## config.mk

```make
export PLATFORM = sky130hd
export DESIGN_NAME = lcd_write_sequencer
export DESIGN_NICKNAME = d
export VERILOG_FILES = /design/src/rtl/lcd_write_sequencer.sv
export SDC_FILE = /design/constraint.sdc
export NUM_CORES = 1
export LEC_CHECK = 0
export ABC_AREA = 0
export CORE_ASPECT_RATIO = 1.4
export CORE_MARGIN = 2
export CORE_UTILIZATION = 45
export CTS_CLUSTER_DIAMETER = 150
export DETAILED_ROUTE_END_ITERATION = 6
export PLACE_DENSITY = 0.65
export RECOVER_POWER = 50
export SLEW_MARGIN = 10
export SYNTH_ARGS = -nofsm -noshare
export SYNTH_HDL_FRONTEND = slang
export SYNTH_SLANG_ARGS = --single-unit
```

## constraint.sdc

```tcl
create_clock -name CLOCK_50MHZ -period 2.8 [get_ports CLOCK_50MHZ]
set_clock_uncertainty 0.05 [all_clocks]
set_input_delay 0.84 -clock CLOCK_50MHZ [delete_from_list [all_inputs] [get_ports CLOCK_50MHZ]]
set_output_delay 0.84 -clock CLOCK_50MHZ [all_outputs]
set_load 0.01 [all_outputs]
```

## src/rtl/lcd_write_sequencer.sv

```systemverilog
// HD44780 8-bit write sequencer: power-on init, then single-byte
// command/data writes with cycle-accurate setup, E pulse, hold and exec wait.
module lcd_write_sequencer #(
  parameter int unsigned T_POWERUP = 750000,
  parameter int unsigned T_INIT1   = 205000,
  parameter int unsigned T_INIT2   = 5000,
  parameter int unsigned T_SETUP   = 2,
  parameter int unsigned T_PULSE   = 12,
  parameter int unsigned T_HOLD    = 2,
  parameter int unsigned T_EXEC    = 2000,
  parameter int unsigned T_CLEAR   = 82000
) (
  input  logic       CLOCK_50MHZ,
  input  logic       BUTTON_SOUTH,
  input  logic       req_valid,
  input  logic       req_rs,
  input  logic [7:0] req_data,
  output logic       req_ready,
  output logic       init_done,
  output logic [7:0] LCD_DATA_BIT,
  output logic       LCD_ENABLE,
  output logic       LCD_REGISTER_SELECT,
  output logic       LCD_READ_WRITE
);

  typedef enum logic [2:0] {
    POWERUP,
    SETUP,
    PULSE,
    HOLD,
    WAIT,
    IDLE
  } state_t;

  // terminal counts: counter runs 0..T-1 in each state
  localparam logic [19:0] M_POWERUP = 20'(T_POWERUP - 1);
  localparam logic [19:0] M_INIT1   = 20'(T_INIT1 - 1);
  localparam logic [19:0] M_INIT2   = 20'(T_INIT2 - 1);
  localparam logic [19:0] M_SETUP   = 20'(T_SETUP - 1);
  localparam logic [19:0] M_PULSE   = 20'(T_PULSE - 1);
  localparam logic [19:0] M_HOLD    = 20'(T_HOLD - 1);
  localparam logic [19:0] M_EXEC    = 20'(T_EXEC - 1);
  localparam logic [19:0] M_CLEAR   = 20'(T_CLEAR - 1);
  localparam logic [2:0]  LAST_INIT = 3'd6;

  state_t      state;
  logic [19:0] cnt;
  logic [19:0] wait_m;
  logic [2:0]  idx;

  function automatic logic [7:0] init_byte(input logic [2:0] i);
    case (i)
      3'd4:    return 8'h06;
      3'd5:    return 8'h0C;
      3'd6:    return 8'h01;
      default: return 8'h38;
    endcase
  endfunction

  function automatic logic [19:0] init_wait(input logic [2:0] i);
    case (i)
      3'd0:    return M_INIT1;
      3'd1:    return M_INIT2;
      3'd6:    return M_CLEAR;
      default: return M_EXEC;
    endcase
  endfunction

  // clear display / return home need the long execution time
  function automatic logic [19:0] user_wait(
    input logic       rs,
    input logic [7:0] d
  );
    if (!rs && (d inside {8'h01, 8'h02, 8'h03}))
      return M_CLEAR;
    return M_EXEC;
  endfunction

  always_ff @(posedge CLOCK_50MHZ) begin
    if (BUTTON_SOUTH) begin
      state               <= POWERUP;
      cnt                 <= '0;
      wait_m              <= '0;
      idx                 <= '0;
      req_ready           <= 1'b0;
      init_done           <= 1'b0;
      LCD_DATA_BIT        <= 8'h00;
      LCD_ENABLE          <= 1'b0;
      LCD_REGISTER_SELECT <= 1'b0;
      LCD_READ_WRITE      <= 1'b0;
    end else begin
      cnt            <= cnt + 20'd1;
      LCD_READ_WRITE <= 1'b0;
      unique case (state)
        POWERUP: begin
          if (cnt == M_POWERUP) begin
            state               <= SETUP;
            cnt                 <= '0;
            idx                 <= '0;
            LCD_DATA_BIT        <= init_byte(3'd0);
            LCD_REGISTER_SELECT <= 1'b0;
            wait_m              <= init_wait(3'd0);
          end
        end
        SETUP: begin
          if (cnt == M_SETUP) begin
            state      <= PULSE;
            cnt        <= '0;
            LCD_ENABLE <= 1'b1;
          end
        end
        PULSE: begin
          if (cnt == M_PULSE) begin
            state      <= HOLD;
            cnt        <= '0;
            LCD_ENABLE <= 1'b0;
          end
        end
        HOLD: begin
          if (cnt == M_HOLD) begin
            state <= WAIT;
            cnt   <= '0;
          end
        end
        WAIT: begin
          if (cnt == wait_m) begin
            cnt <= '0;
            if (idx == LAST_INIT) begin
              state     <= IDLE;
              req_ready <= 1'b1;
              init_done <= 1'b1;
            end else begin
              state               <= SETUP;
              idx                 <= idx + 3'd1;
              LCD_DATA_BIT        <= init_byte(idx + 3'd1);
              LCD_REGISTER_SELECT <= 1'b0;
              wait_m              <= init_wait(idx + 3'd1);
            end
          end
        end
        IDLE: begin
          cnt <= '0;
          if (req_valid) begin
            state               <= SETUP;
            req_ready           <= 1'b0;
            LCD_DATA_BIT        <= req_data;
            LCD_REGISTER_SELECT <= req_rs;
            wait_m              <= user_wait(req_rs, req_data);
          end
        end
        default: begin
          state <= POWERUP;
          cnt   <= '0;
        end
      endcase
    end
  end

endmodule

```

Yosys cells after proc, flatten, opt, wreduce, memory -nomap -nowiden. Index checks and enable logic that the tools add are counted.

Register bits after elaboration: 58. Output and inout bits: 13.

Add/subtract/negate cells: 2. Eq/ne operators: 25. Muxes and demuxes: 47. Reduce and logical (&&, ||, !) cells: 16.

Operator list (count): 20-bit 2-to-1 mux (10); 20-bit one-hot mux with 4 select lines (1); 20-bit one-hot mux with 3 select lines (1); 18-bit one-hot mux with 3 select lines (1); 8-bit 2-to-1 mux (4); 3-bit 2-to-1 mux (10); 8-bit one-hot mux with 3 select lines (1); 20-bit by 1-bit adder with 20-bit output (second input constant) (1); 20-bit by 1-bit equality test with 1-bit output (second input constant) (1); 20-bit equality test (1); 20-bit equality test (second input constant) (1); 20-bit by 4-bit equality test with 1-bit output (second input constant) (1); 3-bit equality test (second input constant) (6); 3-bit one-hot mux with 6 select lines (1); 6-bit one-hot mux with 3 select lines (1); 8-bit by 2-bit equality test with 1-bit output (second input constant) (2); 2-bit != test (second input constant) (8); 1-bit 2-to-1 mux (13); 8-bit by 1-bit equality test with 1-bit output (second input constant) (1); 4-bit AND reduction (2); 3-bit by 1-bit equality test with 1-bit output (second input constant) (2); 3-bit by 2-bit equality test with 1-bit output (second input constant) (2); 3-bit logical NOT (2); 3-bit one-hot mux with 2 select lines (1); 11 further kinds (16).

Depth between registers and ports, before layout. Gate-level depths: netlist of run 1.

Depth in word-level cells: 10. Mapped depth: 8.

Worst setup path before layout of run 1. Ideal clock, no wire load.

Path kind: reg-to-reg. From: register cnt[0]. To: register wait_m[14]. Setup time: 116 ps. Arrival: 2014 ps. Required time: 2634 ps. Path slack: 620 ps. Cell stages (with the launch flop): 8. Buffers on the path: 0. Period minus slack after synthesis: 2180 ps. Cell sequence: dfxtp_1 ha_1 nand3_1 nor4_1 a311oi_1 o21a_1 or3_1 o211a_1.

Word-level cells in the longest chain between the ends: 3. Elaborated cells between the ends (all ways): 5. Those cells by class: 4 x eq/ne; 1 x reduce/logical.

RTL lines: start, declared (line 47) `logic [19:0] cnt;`; start signal, assigned (line 92) `cnt <= cnt + 20'd1;`; 20-bit equality test, on equally long branches (line 96, 126); 2-bit != test (no line); 5-bit AND reduction (no line) *; end signal, assigned (line 102) `wait_m <= init_wait(3'd0);`; end signal, assigned (line 137) `wait_m <= init_wait(idx + 3'd1);`; end signal, assigned (line 148) `wait_m <= user_wait(req_rs, req_data);`; end, declared (line 48) `logic [19:0] wait_m;`.

Every way passes the cells marked *; elsewhere a longest branch is shown, timed or not. A chain may end at the register's enable or synchronous reset.

Worst setup path after layout of run 1.
From: input port req_valid. To: register wait_m[14].

Word-level cells in the longest chain between the ends: 2.

RTL lines: start, declared (line 15) `input logic req_valid,`; 2-bit != test (no line); 5-bit AND reduction (no line).

No other way between the ends.

==> flow_summary.json, run 1 <==
{
  "cp_cell_sequence": "dlygate4sd3_1, nand2_1, a221o_1, or3_1, o211a_1",
  "drtIter0Drc": 182,
  "grt-ovfl-total": 0,
  "grt_util_met2_pct": 36.73,
  "dieHeight_um": 94.11,
  "synth_nets": 339,
  "io_pins": 25,
  "final_net_count": 362,
  "grt_util_met3_pct": 3.597,
  "finalMaxSlewViolations": 0,
  "viasPerCell": 5.818,
  "clockBufferDepth": 2,
  "regToRegStartpoint": "cnt[13]",
  "syn_area_sq_um": 2610,
  "synth-edff-count": 0,
  "setup_viol": 0,
  "drive_gt1_share_pct": 7.872,
  "status": "finished clean",
  "synth_cell_types": 51,
  "routed_wl_um": 6256,
  "grt_util_all_layers_pct": 21.38,
  "min_period_ns": 2.395,
  "cts.hold.buffers_added": 0,
  "rrSetupSlack_ns": 0.47,
  "rsz0062_at_grt": "false",
  "maxCapViolCount": 0,
  "io_buffers": 23,
  "drc": 0,
  "wire_per_inst_um": 15.22,
  "grt_util_met1_pct": 25.78,
  "num_rows": 32,
  "r2r_end": "idx[1]",
  "path_delay_family": "compound AO/OA/AOI/OAI gates",
  "initial_core_util_pct": 46.90,
  "internal-power_mw": 1.428,
  "dpl.hpwl_um": 4675,
  "pwr_density_cell_nw_per_um2": 782.4,
  "synth_ff_type": "dfxtp_1",
  "p_sw_mw": 0.9137,
  "ys_async_sr_fraction_pct": 0,
  "antenna_cells": 0,
  "clock-root-buffer": "clkbuf_8",
  "vdd_drop_max_uv": 360.1,
  "grt-busiest-layer": "met2",
  "hold_violations": 0,
  "via_count": 2391,
  "setup_tns_ns": 0,
  "crit_fanout": 9,
  "max_stage_delay_ns": 0.58,
  "reg2reg_depth": 6,
  "p_sw_share_pct": 39.02,
  "critPathBufInv": 1,
  "whs_path_depth": 2,
  "whs_ns": 0.4011,
  "ys_ff_latch": 48,
  "relSlewSlack_pct": 54.11,
  "cts_sinks": 48,
  "die_area_sq_um": 6434,
  "die_w_um": 68.37,
  "whs_endpoint": "init_done",
  "startpoint_type": "input port",
  "grt_pass1_wl_um": 10570,
  "avgSynthCellArea_sq_um": 8.182,
  "core_area_sq_um": 5565,
  "worstPathRequired_ns": 2.95,
  "netlist_instances": 319,
  "antenna_found_initial": 0,
  "tightest_slew_ns": 0.6874,
  "path_class": "in2reg",
  "area.growth.synth_to_final_pct": 14.67,
  "cts_buffers": 5,
  "cts.repair.resized": 0,
  "combPwrFrac_pct": 41.3,
  "clockPowerShare_pct": 18.2,
  "cts_tree": "done",
  "max_freq_ghz": 0.4175,
  "gp_congestion": 0.8605,
  "insertion_delay_ns": 0.30,
  "ys_warn_count": 0,
  "yosysSeqAreaShare_pct": 36.82,
  "dr.pass1.iters": 4,
  "ant_nets": 0,
  "fin_crit_sh_pct": 85.54,
  "pwr-share-seq_pct": 40.5,
  "grt_max_degree": 21,
  "cp-end-kind": "register",
  "clkTransAtPathRegs_ns": 0.09,
  "htree_levels": 2,
  "leakage_nw": 1.119,
  "post_cts_buffers": 0,
  "hp-start": "init_done",
  "critPathSlowestCell": "dlygate4sd3_1",
  "cp.arrival_ns": 2.54,
  "grt_pass1_vias": 2297,
  "hold_path_class": "reg2reg"
}
-- through the flow --
| step | setup slack, ns | cell area [sq um] | power [mW] | instances | util (%) |
|---|---|---|---|---|---|
| floorplan | 0.6201 | 2610 | 1.649 | 319 | - |
| global placement | 0.1870 | 2914 | 1.950 | 403 | 52.36 |
| detailed placement | 0.1662 | 2914 | 1.970 | 403 | 52.36 |
| CTS | 0.4850 | 3007 | 2.395 | 411 | 54.02 |
| global route | 0.3212 | 2993 | 2.519 | 411 | 53.78 |
| finish | 0.4048 | 2993 | 2.342 | 411 | 53.78 |
-- power groups by stage --
stage,registers (mW),logic [mW],clock network (mW)
floorplan,0.939,0.710,0
global placement,0.964,0.986,0
detailed placement,0.967,1.00,0
CTS,0.952,1.00,0.440
global route,0.968,1.09,0.466
finish,0.948,0.968,0.426
-- kinds of logic after synthesis --
logic type / synth area share [%]
AOI/OAI and AO/OA: 20.13
other: 0.1437
and+or+nand+nor: 24.54
adders and majority gates: 3.835
xor gates and xnor gates: 9.061
buffers and inverters: 5.465
DFF: 36.82
-- worst max-delay path by stage --
stage,slack [ns],endpoint,from,cells after the start
floorplan,0.62,wait_m[14],cnt[0],7
global placement,0.19,wait_m[14],req_valid,5
detailed placement,0.17,wait_m[14],req_valid,5
CTS,0.48,wait_m[14],req_valid,5
global route,0.32,cnt[13],cnt[1],9
finish,0.40,wait_m[14],req_valid,5
-- routing by layer --
metal	routed length (um)	vias to the layer above
met5	0	-
met4	95	0
met3	196	6
met2	3286	50
met1	2677	1140
li1	-	1195
-- synth_stat cells, types with 2 or more instances --
cell type   n  area, sq um
a211oi_1    9        67.56
a21oi_1    28        140.1
a221oi_1    2        17.52
a22oi_1     4        30.03
a311oi_1    3        26.28
a31oi_1     3        18.77
and2_1      2        12.51
and3_1      3        18.77
buf_2       6        30.03
buf_4       5        37.54
clkbuf_1    7        26.28
dfxtp_1    48        960.9
ha_1        8        100.1
inv_1       9        33.78
nand2_1    24        90.09
nand2b_1    2        12.51
nand3_1    15        75.07
nand3_2     2        20.02
nand4_1    13        81.33
nor2_1     34        127.6
nor3_1     12        60.06
nor4_1      7        43.79
nor4_2      2        25.02
o21a_1      2        15.01
o21ai_0    13        65.06
o31ai_1     2        15.01
or3_1       5        31.28
xnor2_1     7        61.31
xor2_1     20        175.2
-- layout by cell type (no fill, tap or decap), types with 2 or more instances in the layout --
cell              n
a22oi_1           5
or3_1             5
a221oi_1          2
o21ai_0          13
nor3_1           12
dlygate4sd3_1    13
ha_1              8
nand2_1          24
and3_1            3
or4_1             2
a211oi_1          9
a311oi_1          3
clkbuf_8          6
nor4_1            7
nand2b_1          2
clkinv_2          2
xor2_1           20
nor4_2            2
o21a_1            2
clkdlybuf4s50_1  10
nand3_1          16
dfxtp_1          48
a31oi_1           3
nand4_1          13
buf_4            13
a21oi_1          28
xnor2_1           7
o31ai_1           2
and2_1            2
inv_1             9
nor2_1           34
-- flip-flops by register name (all words and copies together) (netlist names) --
| name | count |
|---|---|
| req_ready | 1 |
| cnt | 20 |
| wait_m | 10 |
| idx | 3 |
| LCD_ENABLE | 1 |
| LCD_REGISTER_SELECT | 1 |
| LCD_DATA_BIT | 8 |
| state | 3 |
| init_done | 1 |
-- layout make-up --
| type | instances | area, sq um |
|---|---|---|
| tap | 68 | 85.08 |
| clock buffer | 6 | 82.58 |
| sequential | 48 | 960.9 |
| multi-input combinational | 242 | 1493 |
| inverter | 9 | 33.78 |
| timing repair buffer | 36 | 327.8 |
| fill | 569 | 2572 |
| clock inverter | 2 | 10.01 |
-- worst reg2reg max path: cells and delay by family (launching register included) --
family / cells / cell delay [ns]
flip-flops: 1 / 0.38
AO/OA/AOI/OAI: 3 / 0.63
AND/OR/NAND/NOR: 3 / 1.22
Power figures use the tool's default switching activity.
==> inputs of run 2 (changes only) <==
--- a/config.mk
+++ b/config.mk
@@ -9,10 +9,10 @@
 export CORE_ASPECT_RATIO = 1.4
 export CORE_MARGIN = 2
 export CORE_UTILIZATION = 45
+export CTS_BUF_LIST = sky130_fd_sc_hd__clkbuf_8
 export CTS_CLUSTER_DIAMETER = 150
 export DETAILED_ROUTE_END_ITERATION = 6
 export PLACE_DENSITY = 0.65
-export RECOVER_POWER = 50
 export SLEW_MARGIN = 10
 export SYNTH_ARGS = -nofsm -noshare
 export SYNTH_HDL_FRONTEND = slang
==> constraint.sdc (replaced) <==
create_clock -name CLOCK_50MHZ -period 2.8 [get_ports CLOCK_50MHZ]
set_clock_uncertainty 0.05 [all_clocks]
set_input_delay 0.84 -clock CLOCK_50MHZ [delete_from_list [all_inputs] [get_ports CLOCK_50MHZ]]
set_output_delay 0.84 -clock CLOCK_50MHZ [all_outputs]
set_load 0.05 [all_outputs]
==> run 2 against run 1 <==
- via count grew 0.54%
- sequential cell count is the same
- largest cell class unchanged
- critical path type is now reg2out
- core utilization grew 0.25 points
- non-clock buffer count is the same
- register-to-register slack gained 0.08 ns
- wire length grew 0.77%
==> flow_summary.json, run 2 (synthesis gave the netlist of run 1 again) <==
{
  "p_sw_share_pct": 42.42,
  "rsz0062_at_grt": "false",
  "post_cts_buffers": 0,
  "htree_levels": 2,
  "clockBufferDepth": 2,
  "leakage_nw": 1.086,
  "dr.pass1.iters": 4,
  "ant_nets": 0,
  "cts_buffers": 5,
  "pwr-share-seq_pct": 37.7,
  "grt_util_all_layers_pct": 21.38,
  "gp_congestion": 0.8605,
  "path_delay_family": "buffers and inverters",
  "clock-root-buffer": "clkbuf_8",
  "hold_violations": 0,
  "clockPowerShare_pct": 16.8,
  "drtIter0Drc": 144,
  "cp.arrival_ns": 1.46,
  "final_cell_mix": "dfxtp_1 (48), nor2_1 (34), a21oi_1 (28), nand2_1 (24), clkdlybuf4s50_1 (23)",
  "reg_top3": "cnt x20, wait_m x10, LCD_DATA_BIT x8",
  "internal-power_mw": 1.452,
  "finalMaxSlewViolations": 0,
  "timing.final.ws_setup_ns": 0.4503,
  "drive_gt1_share_pct": 8.746,
  "final_common_cell": "dfxtp_1",
  "grt_pass1_vias": 2297,
  "startpoint_type": "register",
  "num_rows": 32,
  "area.growth.synth_to_final_pct": 15.20,
  "antenna_cells": 0,
  "dp_slack_ns": 0.1662,
  "max_stage_delay_ns": 0.81,
  "max_freq_ghz": 0.4256,
  "worstPathRequired_ns": 1.91,
  "core_area_sq_um": 5565,
  "relSlewSlack_pct": 53.55,
  "cts_tree": "done",
  "io_buffers": 23,
  "via_count": 2404,
  "critPathBufInv": 1,
  "regMostFlops": "cnt",
  "status": "finished clean",
  "dpl.hpwl_um": 4675,
  "fin_util_pct": 54.02,
  "hold_path_class": "reg2reg",
  "largest_register_ffs": 20,
  "cts.repair.resized": 0,
  "crit_fanout": 2,
  "combPwrFrac_pct": 45.5,
  "clkTransAtPathRegs_ns": 0.09,
  "cp-end-kind": "primary output",
  "initial_core_util_pct": 46.90,
  "vdd_drop_max_uv": 544.6,
  "tightest_slew_ns": 0.6958,
  "final_net_count": 362,
  "cts.hold.buffers_added": 0,
  "cp_cell_sequence": "clkdlybuf4s50_1",
  "dieHeight_um": 94.11,
  "setup_tns_ns": 0,
  "insertion_delay_ns": 0.30,
  "min_period_ns": 2.350,
  "drc": 0,
  "viasPerCell": 5.849,
  "setup_viol": 0,
  "grt_pass1_wl_um": 10570,
  "routed_wl_um": 6304,
  "antenna_found_initial": 0,
  "io_pins": 25,
  "wire_per_inst_um": 15.34,
  "path_class": "reg2out",
  "whs_ns": 0.4050,
  "die_w_um": 68.37,
  "cts_sinks": 48,
  "die_area_sq_um": 6434,
  "maxCapViolCount": 0,
  "grt_max_degree": 21,
  "fin_crit_sh_pct": 83.92,
  "critPathSlowestCell": "clkdlybuf4s50_1",
  "grt-ovfl-total": 0,
  "pwr_density_cell_nw_per_um2": 838.6,
  "p_sw_mw": 1.070
}
run 2: layout make-up:
| type | instances | area (sq um) |
|---|---|---|
| multi-input combinational | 242 | 1506 |
| fill | 565 | 2559 |
| clock buffer | 6 | 82.58 |
| tap | 68 | 85.08 |
| clock inverter | 2 | 10.01 |
| timing repair buffer | 36 | 327.8 |
| inverter | 9 | 33.78 |
| sequential | 48 | 960.9 |
run 2: stage by stage:
| stage | area, sq um | power [mW] | cells |
|---|---|---|---|
| 3_5_place_dp | 2914 | 2.109 | 403 |
| 3_3_place_gp | 2914 | 2.089 | 403 |
| 6_report | 3007 | 2.521 | 411 |
| 5_1_grt | 3007 | 2.690 | 411 |
| 2_1_floorplan | 2610 | 1.789 | 319 |
| 4_1_cts | 3007 | 2.534 | 411 |
run 2: routing by layer:
layer	track usage, %	vias to the layer above	part of all wire, %
met2	36.73	46	52
met3	3.597	10	2.9
li1	-	1193	-
met5	0	-	0
met1	25.78	1155	43
met4	8.333	0	2.2
run 2: worst paths after layout:
check                                          from                  end  slack (ns)  cells past startpoint
worst max register to register               cnt[2]               cnt[2]        0.55                      8
worst min register to register            init_done            init_done        0.41                      2
worst min-delay path                      init_done            init_done        0.41                      2
worst max-delay path            LCD_REGISTER_SELECT  LCD_REGISTER_SELECT        0.45                      1
run 2: power by group through the flow:
stage / Combinational [mW] / Sequential [mW] / Clock [mW]
after global routing: 1.25 / 0.970 / 0.466
after floorplan: 0.712 / 1.08 / 0
after CTS: 1.14 / 0.952 / 0.440
after detailed placement: 1.14 / 0.967 / 0
final: 1.15 / 0.951 / 0.424
after global placement: 1.13 / 0.964 / 0
